===== src/rtl/alu_share_arb_if.sv =====
// Request, shared-ALU and response bundle for alu_share_arb.
// The slave modport is the arbiter's view; master is the surrounding logic.
interface alu_share_arb_if #(
  parameter int DW  = 32,
  parameter int OPW = 4
);
  logic           req0_valid;
  logic           req0_ready;
  logic [OPW-1:0] req0_op;
  logic [DW-1:0]  req0_a;
  logic [DW-1:0]  req0_b;

  logic           req1_valid;
  logic           req1_ready;
  logic [OPW-1:0] req1_op;
  logic [DW-1:0]  req1_a;
  logic [DW-1:0]  req1_b;

  logic [OPW-1:0] alu_op;
  logic [DW-1:0]  alu_a;
  logic [DW-1:0]  alu_b;
  logic [DW-1:0]  alu_c;
  logic           alu_zero;

  logic           resp_valid;
  logic           resp_id;
  logic [DW-1:0]  resp_c;
  logic           resp_zero;
  logic           resp_ready;
  logic           busy;

  modport slave (
    input  req0_valid, req0_op, req0_a, req0_b,
    input  req1_valid, req1_op, req1_a, req1_b,
    input  alu_c, alu_zero, resp_ready,
    output req0_ready, req1_ready,
    output alu_op, alu_a, alu_b,
    output resp_valid, resp_id, resp_c, resp_zero, busy
  );

  modport master (
    output req0_valid, req0_op, req0_a, req0_b,
    output req1_valid, req1_op, req1_a, req1_b,
    output alu_c, alu_zero, resp_ready,
    input  req0_ready, req1_ready,
    input  alu_op, alu_a, alu_b,
    input  resp_valid, resp_id, resp_c, resp_zero, busy
  );
endinterface


===== src/rtl/alu_share_arb.sv =====
// Round-robin arbiter/sequencer sharing one combinational ALU between two
// requesters: IDLE grants, EXEC drives the ALU for one cycle, RESP holds the result.
module alu_share_arb #(
  parameter int             DW      = 32,
  parameter int             OPW     = 4,
  parameter logic [OPW-1:0] ALU_NOP = '0
) (
  input logic             clk,
  input logic             rst,
  alu_share_arb_if.slave  bus
);

  typedef enum logic [1:0] {IDLE, EXEC, RESP} state_t;

  state_t         state;
  logic           last_grant;
  logic           grant_id;
  logic           accept;
  logic [OPW-1:0] op_q;
  logic [DW-1:0]  a_q;
  logic [DW-1:0]  b_q;
  logic           id_q;
  logic [DW-1:0]  c_q;
  logic           zero_q;
  logic           valid_q;
  logic           busy_q;

  // On contention the requester that did not win last time gets the grant.
  always_comb begin
    grant_id = bus.req1_valid;
    if (bus.req0_valid && bus.req1_valid) grant_id = ~last_grant;
  end

  // Readys are combinational so a request is accepted in the cycle it is shown;
  // rst gates them because the async reset alone would leave the FSM in IDLE.
  assign bus.req0_ready = (state == IDLE) && !rst && bus.req0_valid && !grant_id;
  assign bus.req1_ready = (state == IDLE) && !rst && bus.req1_valid &&  grant_id;
  assign accept         = bus.req0_ready || bus.req1_ready;

  // NOTE: all state below uses non-blocking assignments so every register
  // samples pre-edge values, independent of statement order.
  always_ff @(posedge clk or posedge rst) begin
    if (rst) begin
      state      <= IDLE;
      last_grant <= 1'b1;
      op_q       <= ALU_NOP;
      a_q        <= '0;
      b_q        <= '0;
      id_q       <= 1'b0;
      c_q        <= '0;
      zero_q     <= 1'b0;
      valid_q    <= 1'b0;
      busy_q     <= 1'b0;
    end else begin
      case (state)
        IDLE: begin
          if (accept) begin
            state      <= EXEC;
            busy_q     <= 1'b1;
            last_grant <= grant_id;
            id_q       <= grant_id;
            op_q       <= grant_id ? bus.req1_op : bus.req0_op;
            a_q        <= grant_id ? bus.req1_a  : bus.req0_a;
            b_q        <= grant_id ? bus.req1_b  : bus.req0_b;
          end
        end
        EXEC: begin
          // Operand registers return to quiet values as the result is captured.
          c_q     <= bus.alu_c;
          zero_q  <= bus.alu_zero;
          valid_q <= 1'b1;
          op_q    <= ALU_NOP;
          a_q     <= '0;
          b_q     <= '0;
          state   <= RESP;
        end
        RESP: begin
          if (bus.resp_ready) begin
            valid_q <= 1'b0;
            busy_q  <= 1'b0;
            state   <= IDLE;
          end
        end
        default: state <= IDLE;
      endcase
    end
  end

  assign bus.alu_op     = op_q;
  assign bus.alu_a      = a_q;
  assign bus.alu_b      = b_q;
  assign bus.resp_valid = valid_q;
  assign bus.resp_id    = id_q;
  assign bus.resp_c     = c_q;
  assign bus.resp_zero  = zero_q;
  assign bus.busy       = busy_q;

endmodule

===== src/flat_wrapper.sv =====
// flat-port wrapper written by rule: the top's interface ports become plain ports
module alu_share_arb_flat 
#(
  parameter int             DW      = 32,
  parameter int             OPW     = 4,
  parameter logic [OPW-1:0] ALU_NOP = '0
)
  (clk, rst, bus_req0_valid, bus_req0_op, bus_req0_a, bus_req0_b, bus_req1_valid, bus_req1_op, bus_req1_a, bus_req1_b, bus_alu_c, bus_alu_zero, bus_resp_ready, bus_req0_ready, bus_req1_ready, bus_alu_op, bus_alu_a, bus_alu_b, bus_resp_valid, bus_resp_id, bus_resp_c, bus_resp_zero, bus_busy);
  alu_share_arb_if #(.DW(DW), .OPW(OPW)) bus_i ();
  input logic clk;
  input logic rst;
  input wire logic [$bits(bus_i.req0_valid)-1:0] bus_req0_valid;
  input wire logic [$bits(bus_i.req0_op)-1:0] bus_req0_op;
  input wire logic [$bits(bus_i.req0_a)-1:0] bus_req0_a;
  input wire logic [$bits(bus_i.req0_b)-1:0] bus_req0_b;
  input wire logic [$bits(bus_i.req1_valid)-1:0] bus_req1_valid;
  input wire logic [$bits(bus_i.req1_op)-1:0] bus_req1_op;
  input wire logic [$bits(bus_i.req1_a)-1:0] bus_req1_a;
  input wire logic [$bits(bus_i.req1_b)-1:0] bus_req1_b;
  input wire logic [$bits(bus_i.alu_c)-1:0] bus_alu_c;
  input wire logic [$bits(bus_i.alu_zero)-1:0] bus_alu_zero;
  input wire logic [$bits(bus_i.resp_ready)-1:0] bus_resp_ready;
  output wire logic [$bits(bus_i.req0_ready)-1:0] bus_req0_ready;
  output wire logic [$bits(bus_i.req1_ready)-1:0] bus_req1_ready;
  output wire logic [$bits(bus_i.alu_op)-1:0] bus_alu_op;
  output wire logic [$bits(bus_i.alu_a)-1:0] bus_alu_a;
  output wire logic [$bits(bus_i.alu_b)-1:0] bus_alu_b;
  output wire logic [$bits(bus_i.resp_valid)-1:0] bus_resp_valid;
  output wire logic [$bits(bus_i.resp_id)-1:0] bus_resp_id;
  output wire logic [$bits(bus_i.resp_c)-1:0] bus_resp_c;
  output wire logic [$bits(bus_i.resp_zero)-1:0] bus_resp_zero;
  output wire logic [$bits(bus_i.busy)-1:0] bus_busy;
  assign bus_i.req0_valid = bus_req0_valid;
  assign bus_i.req0_op = bus_req0_op;
  assign bus_i.req0_a = bus_req0_a;
  assign bus_i.req0_b = bus_req0_b;
  assign bus_i.req1_valid = bus_req1_valid;
  assign bus_i.req1_op = bus_req1_op;
  assign bus_i.req1_a = bus_req1_a;
  assign bus_i.req1_b = bus_req1_b;
  assign bus_i.alu_c = bus_alu_c;
  assign bus_i.alu_zero = bus_alu_zero;
  assign bus_i.resp_ready = bus_resp_ready;
  assign bus_req0_ready = bus_i.req0_ready;
  assign bus_req1_ready = bus_i.req1_ready;
  assign bus_alu_op = bus_i.alu_op;
  assign bus_alu_a = bus_i.alu_a;
  assign bus_alu_b = bus_i.alu_b;
  assign bus_resp_valid = bus_i.resp_valid;
  assign bus_resp_id = bus_i.resp_id;
  assign bus_resp_c = bus_i.resp_c;
  assign bus_resp_zero = bus_i.resp_zero;
  assign bus_busy = bus_i.busy;
  alu_share_arb #(.DW(DW), .OPW(OPW), .ALU_NOP(ALU_NOP)) u_core (.clk(clk), .rst(rst), .bus(bus_i));
endmodule

===== config.mk =====
export PLATFORM = sky130hd
export DESIGN_NAME = alu_share_arb_flat
export DESIGN_NICKNAME = d
export VERILOG_FILES = /design/src/rtl/alu_share_arb_if.sv /design/src/rtl/alu_share_arb.sv /design/src/flat_wrapper.sv
export SDC_FILE = /design/constraint.sdc
export NUM_CORES = 1
export LEC_CHECK = 0
export ABC_AREA = 1
export CAP_MARGIN = 20
export CELL_PAD_IN_SITES_DETAIL_PLACEMENT = 1
export CELL_PAD_IN_SITES_GLOBAL_PLACEMENT = 1
export CORE_ASPECT_RATIO = 1.25
export CORE_MARGIN = 3
export CORE_UTILIZATION = 29
export CTS_CLUSTER_DIAMETER = 30
export DETAILED_ROUTE_END_ITERATION = 12
export PLACE_DENSITY = 0.92
export SETUP_SLACK_MARGIN = 0.02
export SLEW_MARGIN = 20
export SYNTH_ARGS = -nofsm -noshare
export SYNTH_HDL_FRONTEND = slang
export SYNTH_SLANG_ARGS = --single-unit

===== constraint.sdc =====
create_clock -name clk -period 6.7 [get_ports clk]
set_input_delay 0.67 -clock clk [delete_from_list [all_inputs] [get_ports clk]]
set_output_delay 0.67 -clock clk [all_outputs]
set_load 0.03 [all_outputs]

**Word-level counts from Yosys, hierarchy flattened**

Index checks and enable logic that the tools add are counted.

- Bitwise operators: 1
- Muxes and demuxes: 17
- Reduce and logical (&&, ||, !) cells: 18
- Equal/unequal tests: 4

Operators by type and width:

| kind | count |
|---|---|
| two-way mux 32 bit | 4 |
| case mux 32 bit (2 select lines) | 2 |
| two-way mux 4 bit | 2 |
| case mux 4 bit (2 select lines) | 1 |
| AND reduction 2 bit | 4 |
| logical AND 1 bit | 6 |
| case mux 2 bit (3 select lines) | 1 |
| nonzero test 2 bit | 3 |
| two-way mux 2 bit | 2 |
| case mux 1 bit (2 select lines) | 2 |
| two-way mux 1 bit | 3 |
| AND reduction 3 bit | 1 |
| == test 2 x 1 -> 1 bit, second input constant | 1 |
| == test 2 bit, second input constant | 1 |
| zero test 1 bit | 2 |
| zero test 2 bit | 1 |
| != test 2 x 1 -> 1 bit, second input constant | 1 |
| != test 2 bit, second input constant | 1 |
| logical OR 1 bit | 1 |
| NOT 1 bit | 1 |

- Register bits after elaboration: 107
- Output and inout bits: 106
- Input port bits: 174
- Word-level logic and storage cells: 50

**Longest topological paths before layout**

Gate-level depths: netlist (run 1).

- Word-level depth: 7
- Gate-level depth with buffers: 9

**Worst setup path before layout (run 1)**

No wires, ideal clock.

- Path kind: input -> register
- Start point: input port rst
- End point: register u_core.a_q[10], in the netlist u_core.bus.alu_a[10]
- Setup slack: 2.931 ns
- Required time: 6.635 ns
- Cell stages on the path: 7
- Arrival time: 3.704 ns
- Buffers on the path: 2
- Cell sequence: inv_1 > a21oi_2 > nor2_4 > buf_4 > buf_6 > nand2_1 > nand2_1

- Cells in the longest elaborated chain, start to end: 7

RTL lines:

| what | RTL line | source |
|---|---|---|
| start, declared | flat_wrapper.sv:11 | `input logic rst;` |
| zero test 1 bit * | alu_share_arb.sv:36, alu_share_arb.sv:37 |  |
| logical AND 1 bit * | alu_share_arb.sv:36, alu_share_arb.sv:37 |  |
| logical AND 1 bit, on equally long branches (2 in series) | alu_share_arb.sv:36, alu_share_arb.sv:37 |  |
| logical OR 1 bit * | alu_share_arb.sv:38 | `assign accept = bus.req0_ready \|\| bus.req1_ready;` |
| != test 2 x 1 -> 1 bit (no line) * | n/a |  |
| AND reduction 2 bit (no line) * | n/a |  |
| end signal, assigned | alu_share_arb.sv:63 | `a_q <= grant_id ? bus.req1_a : bus.req0_a;` |
| end, declared | alu_share_arb.sv:20 | `logic [DW-1:0] a_q;` |

Mark *: on every way between the ends. The rest lies on a longest branch, timed or not.
A chain may end at the register's enable or synchronous reset.

**Worst setup path after layout (run 1)**

- Start point: input port bus_req0_valid
- End point: output port bus_req0_ready

- Cells in the longest elaborated chain, start to end: 4

RTL lines:

| what | RTL line | source |
|---|---|---|
| start, declared | flat_wrapper.sv:12 | `input wire logic [$bits(bus_i.req0_valid)-1:0] bus_req0_valid;` |
| logical AND 1 bit | alu_share_arb.sv:31 | `if (bus.req0_valid && bus.req1_valid) grant_id = ~last_grant;` |
| two-way mux 1 bit | alu_share_arb.sv:31 |  |
| zero test 1 bit | alu_share_arb.sv:36 | `assign bus.req0_ready = (state == IDLE) && !rst && bus.req0_valid && !grant_id;` |
| logical AND 1 bit * | alu_share_arb.sv:36 |  |
| end, declared | flat_wrapper.sv:23 | `output wire logic [$bits(bus_i.req0_ready)-1:0] bus_req0_ready;` |

Marks and branches as above.

==> flow_metrics.py, run 1 <==
metrics = {
    "power_and_ir_drop": {
        "p_seq_share_pct": 30.0,
        "combinationalPowerShare_pct": 55.8,
        "total_power_mw": 3.809,
        "p_sw_share_pct": 46.42,
        "power.share.clock_pct": 14.2,
        "p_sw_mw": 1.769,
        "p_int_mw": 2.041,
        "peakVddDrop_uv": 204.2,
        "cellLeakagePower_nw": 4.669,
        "power.density_nw_per_um2": 438.6,
    },
    "synthesis": {
        "synthCells": 828,
        "synth_flop_cell": "dfrtp_1",
        "seq_area_frac_synth_pct": 48.80,
        "avgSynthCellArea_um2": 6.629,
        "synth.most_common_cell": "nand2_1",
        "synth-edff-count": 0,
        "ys_warn_count": 0,
        "synth_area_leaders": "dfrtp_1 48%, nand2_1 31%, nor2_1 9.4%, inv_1 5.2%, buf_2 2.2%",
        "syn_nets": 1002,
        "syn_area_um2": 5489,
        "synthTopCellsByCount": "452 x nand2_1, 138 x nor2_1, 106 x dfrtp_1",
        "async_flop_share_pct": 100.0,
        "synth_cell_types": 19,
        "yosys.area.top_type": "dfrtp_1",
        "yosysTopAreaCellShare_pct": 48.32,
        "synth_seq_cells": 107,
    },
    "die": {
        "dieArea_um2": 20620,
        "io_pins": 280,
        "core_area_um2": 18370,
        "fp-row-count": 55,
        "initial_core_util_pct": 29.87,
        "die_w_um": 129.1,
        "die_h_um": 159.8,
    },
    "layout": {
        "antenna_cells": 0,
        "fillerInstances": 2275,
        "syn_to_final_growth_pct": 58.24,
        "multi_input_area_um2": 2297,
        "final_nets": 1253,
        "register_area_um2": 2679,
        "fin_cells": 1312,
        "drive_gt1_share_pct": 2.768,
        "finalInstanceArea_um2": 8686,
    },
    "timing": {
        "min_period_ns": 3.412,
        "setup_viol": 0,
        "hold_viol": 0,
        "rsz0062_at_grt": "no",
        "slew_viol_final": 0,
        "clock_skew_ns": 0.01559,
        "tightest_slew_ns": 0.9839,
        "fmaxAchievable_mhz": 293.0,
        "maxSlewHeadroom_pct": 34.00,
        "fin_tns_setup_ns": 0,
        "period_share_pct": 50.93,
    },
    "route": {
        "drt-initial-drc-count": 203,
        "viasPerCell": 4.471,
        "num_vias": 5866,
        "wirelength_um": 19950,
        "post-route-drc-count": 0,
        "drt-pass1-iter-count": 4,
        "ant_nets": 0,
        "wl_per_cell_um": 15.21,
    },
    "hold_path": {
        "hp-start": "u_core.bus.alu_b[11]",
        "min_to": "u_core.bus.alu_b[11]",
        "holdPathStages": 2,
        "hp-class": "reg -> reg",
    },
    "global_route": {
        "grt_pass1_vias": 6071,
        "antenna_found_initial": 0,
        "grt_max_degree": 104,
        "grt_pass1_wl_um": 31170,
        "gr-usage-all-layers_pct": 18.98,
        "overflow": 0,
    },
    "job": {
        "drv_cap": 0,
    },
    "clock_network": {
        "root_buffer": "clkbuf_16",
        "postCtsSetupBuffers": 0,
        "cts_made_buffers": 9,
        "cts_tree": "built",
        "clock_sinks": 107,
        "path_clk_slew_ns": 0.07,
        "clk_path_buf_depth": 2,
        "cts_hold_buf": 0,
        "htreeDepth": 3,
        "ctsResizeCount": 0,
        "clk_latency_ns": 0.36,
    },
    "setup_path": {
        "cp.arrival_ns": 2.74,
        "worstPathMaxFanout": 58,
        "rr_worst_depth": 5,
        "rrSetupSlack_ns": 3.94,
        "r2r_end": "u_core.bus.resp_valid",
        "worstSetupPathType": "in -> out",
        "r2r-start": "u_core.state[1]",
        "cp.required_ns": 6.03,
        "end_kind": "output pin",
        "start_kind": "primary input",
    },
    "placement": {
        "io_buffers": 279,
        "hpwlAfterDp_um": 14650,
        "dpl_cell_area_um2": 8374,
        "place_congestion": 0.7934,
        "dpl.cell_count": 1296,
    },
    "run_status": {
        "status": "finished, final reports clean",
    },
}
## critical path: stages
cell and delay [ns]:
clkdlybuf4s50_1 0.50, nand2_1 0.10, nand2_4 0.43, inv_1 0.14, nor4_1 0.18, clkdlybuf4s50_1 0.71
## sequential cells by signal (all words and copies together) (netlist names)
| name | cells |
|---|---|
| u_core.bus.alu_op | 4 |
| u_core.bus.resp_zero | 1 |
| u_core.bus.busy | 1 |
| u_core.bus.alu_a | 32 |
| u_core.bus.resp_id | 1 |
| u_core.bus.alu_b | 32 |
| u_core.bus.resp_valid | 1 |
| u_core.last_grant | 1 |
| u_core.state | 2 |
| u_core.bus.resp_c | 32 |
## layout by cell type, fill, tap and decap left out
master           instances
dfstp_2                  1
clkbuf_16                9
nand2_1                450
o21ai_0                  2
inv_8                    1
nand2_2                  1
nor2_4                   1
clkinv_8                 2
nand2_4                  1
nor2_1                 138
inv_2                    2
a21oi_2                  1
nor4_1                   1
o21ai_1                  1
nor2_2                   1
clkinvlp_4               1
nand2_8                  1
inv_1                   75
clkdlybuf4s50_1        279
clkinv_1                 1
clkinv_4                 1
inv_4                    1
buf_4                    4
nand3_1                  1
inv_6                    2
dfrtp_1                106
## cells by family after synthesis
kind of cell	count (synthesis)	share of synthesized area, %
and+or+nand+nor	595	40.98
AOI/OAI and AO/OA	4	0.4330
DFF	107	48.80
buffers and inverters	122	9.779
## layer usage
layer	GRT usage (%)	vias to the layer above	part of all wire, %
li1	-	2888	-
met1	21.19	2772	38
met2	34.69	167	53
met3	3.546	39	4.5
met4	7.927	0	3.7
met5	0	-	0
## power groups by stage
stage / Clock, mW / Combinational [mW] / Sequential, mW
3_3_place_gp: 0 / 2.10 / 1.14
6_report: 0.541 / 2.12 / 1.14
3_5_place_dp: 0 / 2.16 / 1.15
2_1_floorplan: 0 / 0.587 / 1.75
4_1_cts: 0.559 / 2.16 / 1.15
5_1_grt: 0.587 / 2.29 / 1.19
## how the worst max path moves through the flow
stage | start | endpoint | slack (ns) | cells past startpoint
floorplan | rst | u_core.bus.alu_a[10] | 2.93 | 7
CTS | bus_req0_valid | bus_req0_ready | 3.26 | 6
global route | bus_req0_valid | bus_req0_ready | 3.13 | 6
detailed placement | bus_req0_valid | bus_req0_ready | 3.25 | 6
global placement | bus_req0_valid | bus_req0_ready | 3.32 | 6
finish | bus_req0_valid | bus_req0_ready | 3.29 | 6
## final cells by class
class | instances | area share (%)
Clock buffer | 9 | 2.593
Clock inverter | 7 | 0.8931
Inverter | 79 | 3.443
Multi-Input combinational cell | 599 | 26.45
Sequential cell | 107 | 30.84
Tap cell | 228 | 3.284
Timing Repair Buffer | 283 | 32.50
## per-stage QoR
step	setup WS (ns)	hold slack, ns	utilization [%]
finish	3.288	0.4825	47.27
detailed placement	3.251	0.4579	45.58
CTS	3.259	0.4848	47.23
floorplan	2.931	0.4437	-
global route	3.134	0.5049	47.27
global placement	3.324	0.4608	45.58
Note: power is estimated with default switching activity, not from simulation.
==> inputs of run 2 (changes only) <==
- CORE_UTILIZATION: 29 -> 24
- PLACE_DENSITY: 0.92 -> 0.82
- clock period: 6.7 -> 2.8 ns (I/O delays scaled with it)
==> flow_metrics.py, run 2 (synthesis gave the netlist of run 1 again) <==
metrics = {
    "clock_network": {
        "cts_made_buffers": 9,
        "root_buffer": "clkbuf_16",
        "path_clk_slew_ns": 0.08,
        "htreeDepth": 3,
        "postCtsSetupBuffers": 0,
        "clk_path_buf_depth": 2,
        "ctsResizeCount": 0,
        "cts_tree": "built",
        "clk_latency_ns": 0.35,
        "cts_hold_buf": 0,
        "clock_sinks": 107,
    },
    "timing": {
        "hold_viol": 0,
        "maxSlewHeadroom_pct": 57.63,
        "period_share_pct": 84.03,
        "fin_tns_setup_ns": 0,
        "rsz0062_at_grt": "no",
        "whs_ns": 0.4573,
        "tightest_slew_ns": 0.6355,
        "slew_viol_final": 0,
        "min_period_ns": 2.353,
        "fmaxAchievable_mhz": 425.0,
        "clock_skew_ns": 0.01512,
        "setup_viol": 0,
    },
    "setup_path": {
        "cp.arrival_ns": 2.07,
        "start_kind": "flip-flop",
        "cp.required_ns": 2.52,
        "path_buf_inv": 3,
        "crit_chain": "nor2_2, inv_2, nor2_1, nand2_1, inv_1, clkdlybuf4s50_1",
        "rrSetupSlack_ns": 0.91,
        "worstSetupPathType": "reg -> out",
        "crit_family": "buffers and inverters",
        "cp_slowest_cell": "clkdlybuf4s50_1",
        "r2r_end": "u_core.bus.alu_b[19]",
        "end_kind": "output pin",
        "rr_worst_depth": 7,
        "max_stage_delay_ns": 0.67,
        "r2r-start": "u_core.state[1]",
        "worstPathMaxFanout": 5,
    },
    "die": {
        "fp-row-count": 61,
        "io_pins": 280,
        "die_h_um": 175.1,
        "die_w_um": 141.3,
        "initial_core_util_pct": 24.55,
        "core_area_um2": 22360,
        "dieArea_um2": 24730,
    },
    "route": {
        "routed-wl-met2_um": 10730,
        "dr_wl_met3_um": 1057,
        "ant_nets": 0,
        "dr.max_layer_used": "met5",
        "viasPerCell": 4.196,
        "drt-pass1-iter-count": 4,
        "wl_per_cell_um": 14.69,
        "wirelength_um": 20130,
        "met1Wirelength_um": 7733,
        "drt-initial-drc-count": 168,
        "num_vias": 5748,
        "post-route-drc-count": 0,
    },
    "job": {
        "drv_cap": 0,
    },
    "hold_path": {
        "hp-class": "in -> reg",
        "holdPathStages": 3,
        "min_to": "u_core.bus.resp_c[1]",
        "hp-start": "bus_alu_c[1]",
    },
    "layout": {
        "final_nets": 1256,
        "fillerInstances": 2777,
        "antenna_cells": 0,
        "final_common_cell": "nand2_1",
        "syn_to_final_growth_pct": 61.02,
        "drive_gt1_share_pct": 3.036,
        "final_cell_mix": "450 x nand2_1, 279 x clkdlybuf4s50_1, 138 x nor2_1",
    },
    "run_status": {
        "status": "finished, final reports clean",
    },
    "power_and_ir_drop": {
        "cellLeakagePower_nw": 4.712,
        "peakVddDrop_uv": 400.9,
        "power.density_nw_per_um2": 1042,
    },
    "global_route": {
        "antenna_found_initial": 1,
        "overflow": 0,
        "grt_pass1_vias": 6113,
        "gr-usage-all-layers_pct": 16.18,
        "grt_pass1_wl_um": 31960,
        "grt_max_degree": 137,
    },
    "placement": {
        "io_buffers": 279,
        "place_congestion": 0.7834,
        "hpwlAfterDp_um": 14660,
    },
}
-- run 2: cell count changes in the layout (fill, tap and decap cells not counted), moves of 2 or more --
cell      previous run  this run
buf_12               0         4
clkinv_8             2         0
inv_6                2         0
clkbuf_8             0         2
-- run 2: worst max path at each step --
stage,start,endpoint,slack (ns),cells past startpoint
2_1_floorplan,rst,u_core.bus.alu_a[11],0.04,7
3_3_place_gp,bus_req1_valid,u_core.bus.alu_b[0],0.53,8
3_5_place_dp,bus_req1_valid,u_core.bus.alu_b[19],0.47,8
4_1_cts,u_core.state[1],bus_req1_ready,0.40,6
5_1_grt,u_core.state[1],bus_req1_ready,0.33,6
6_report,u_core.state[1],bus_req1_ready,0.45,6
-- run 2: report_power, final --
group	internal, mW	switching [mW]	leakage [nW]
Combinational	1.98	3.14	3.24
Clock	0.758	0.616	0.156
Sequential	2.30	0.421	1.31
Total	5.04	4.17	4.71
-- run 2: through the flow --
stage               setup slack [ns]  cells  instance area [um^2]  utilization, %  total power, mW
global route                  0.3308   1370                  8838           39.52            9.869
finish                        0.4471   1370                  8838           39.52            9.212
CTS                           0.4002   1370                  8838           39.52            9.395
detailed placement            0.4658   1354                  8517           38.09            7.947
floorplan                    0.03833    828                  5497               -            5.605
global placement              0.5274   1354                  8517           38.09            7.814
-- run 2: worst min-delay path, delay by kind of cell --
family / cells / cell delay (ns)
buffers and inverters: 1 / 0.40
and+or+nand+nor: 2 / 0.10
-- run 2: cell type report --
cell class                      count  area, um^2  share of cell area (%)
Clock buffer                       11       252.7                   2.860
Clock inverter                      5       68.82                  0.7786
Inverter                           79       300.3                   3.398
Timing Repair Buffer              286        2895                   32.76
Tap cell                          283       354.1                   4.006
Multi-Input combinational cell    599        2288                   25.89
Sequential cell                   107        2679                   30.31
-- run 2: per-layer routing --
metal  GRT usage (%)  up-vias
met3           3.093       31
met5               0        -
li1                -     2889
met2           30.01      150
met4           6.341        2
met1           18.01     2676
==> RTL change, RTL diff (flow settings as in run 2) <==
`DW` is set to 32 in 3 places; all go to 16.
--- a/src/rtl/alu_share_arb_if.sv
+++ b/src/rtl/alu_share_arb_if.sv
@@ -2,5 +2,5 @@
 // The slave modport is the arbiter's view; master is the surrounding logic.
 interface alu_share_arb_if #(
-  parameter int DW  = 32,
+  parameter int DW  = 16,
   parameter int OPW = 4
 );
--- a/src/rtl/alu_share_arb.sv
+++ b/src/rtl/alu_share_arb.sv
@@ -2,5 +2,5 @@
 // requesters: IDLE grants, EXEC drives the ALU for one cycle, RESP holds the result.
 module alu_share_arb #(
-  parameter int             DW      = 32,
+  parameter int             DW      = 16,
   parameter int             OPW     = 4,
   parameter logic [OPW-1:0] ALU_NOP = '0
--- a/src/flat_wrapper.sv
+++ b/src/flat_wrapper.sv
@@ -2,5 +2,5 @@
 module alu_share_arb_flat 
 #(
-  parameter int             DW      = 32,
+  parameter int             DW      = 16,
   parameter int             OPW     = 4,
   parameter logic [OPW-1:0] ALU_NOP = '0
Ports: changed (8 resized); port bits go from 280 to 152. No check against the original RTL was run, so the function may have changed too.
==> RTL change against run 2 <==
- sequential cell count decreased by 48
- via count decreased by 48%
- area after synthesis decreased by 47%
- clock skew decreased by 0.010 ns
- sequential power decreased by 46%
- global-route usage decreased by 0.29 points
- cell count decreased by 52%
- core utilization increased by 1.7 points
- die area decreased by 46%
- setup slack got worse by 0.024 ns
- power decreased by 46%
- wire length decreased by 47%
- final area decreased by 45%
==> RTL change: results (changes against run 2) <==
- R2R Path Start: u_core.last_grant$_DFFE_PP1P_
- Dpl hpwl: 8002 um (-45%)
- Status: completed
- Slew of the pin with the lowest slew margin: 0.7415 ns (+0.1059 ns)
- IO buf count: 151 (-46%)
- Largest net degree at the start of global routing: 39 (-72%)
- Non-clk buf share: 33.35% (+0.59 points)
- Invs w/o clock: 9 (-89%)
- Worst path max stage delay: 0.55 ns (-0.12 ns)
- Seq. pwr: 0.00146 W (-46%)
- Worst Setup SP: u_core.last_grant$_DFFE_PP1P_
- Worst Hold Depth: 2 (-1)
- #FFs+latches synth: 59 (-45%)
- Clock share of power: 19.9% (+5.0 points)
- Final #Nets: 588 (-53%)
- Switch Pwr: 0.002037 W (-51%)
- Antenna violations before repair: 0 (-1)
- Crit path max-delay family: simple AND/OR/NAND/NOR gates
- First-pass GRT wire length: 16,750 um (-48%)
- Worst EP arrival: 2.10 ns (+0.03 ns)
- Yosys cell types: 17 (-2)
- Gpl congestion: 0.7684 (-1.9%)
- Clock buffers: 13 (+2)
- Fillers: 1,397 (-50%)
- Cells after DPL: 643 (-53%)
- CP max FO: 22 (+17)
- Syn Nets: 443 (-56%)
- Reg-to-reg endpoint: u_core.bus.alu_a[7]$_DFFE_PP0P_
- Post-synthesis compound-gate area fraction: 0.9905% (+0.56 points)
- Vias in the first global route: 3,264 (-47%)
- Commonest cells post-synth: nand2_1 (159), dfrtp_1 (58), nand4_1 (36), nand3_1 (32), mux2_2 (17)
- Final Non-Filler Cells: 660 (-52%)
- Skew-Pair Late Insertion Delay: 0.32 ns (-0.03 ns)
- Max Clock Skew: 0.004632 ns (-0.01049 ns)
- Hold Startpoint: u_core.last_grant$_DFFE_PP1P_
- Non-clock buffers: 162 (-43%)
- Leak Pwr: 2.293 nW (-51%)
- Cell count after synthesis: 349 (-58%)
RTL change: changes by cell type after synthesis, sizes merged, moves of 17 or more:
cell   delta
inv      -69
nand2   -292
nor2    -137
nand3    +31
nand4    +36
dfrtp    -48
mux2     +17
RTL change: metrics by stage:
stage	instance area (um2)	worst slack, ns	utilization (%)	hold slack (ns)
3_3_place_gp	4539	0.4739	38.71	0.4807
5_1_grt	4832	0.2350	41.21	0.5174
2_1_floorplan	2909	0.5170	-	0.3877
3_5_place_dp	4539	0.3569	38.71	0.4762
6_report	4832	0.4235	41.21	0.4822
4_1_cts	4805	0.3824	40.97	0.4844
RTL change: metal layers:
| layer | global-route usage (%) | vias up | share of wire [%] |
|---|---|---|---|
| met2 | 29.09 | 79 | 53 |
| met3 | 4.933 | 5 | 5.9 |
| met1 | 17.70 | 1448 | 40 |
| met4 | 4.930 | 0 | 0.77 |
| met5 | 0 | - | 0 |
| li1 | - | 1435 | - |
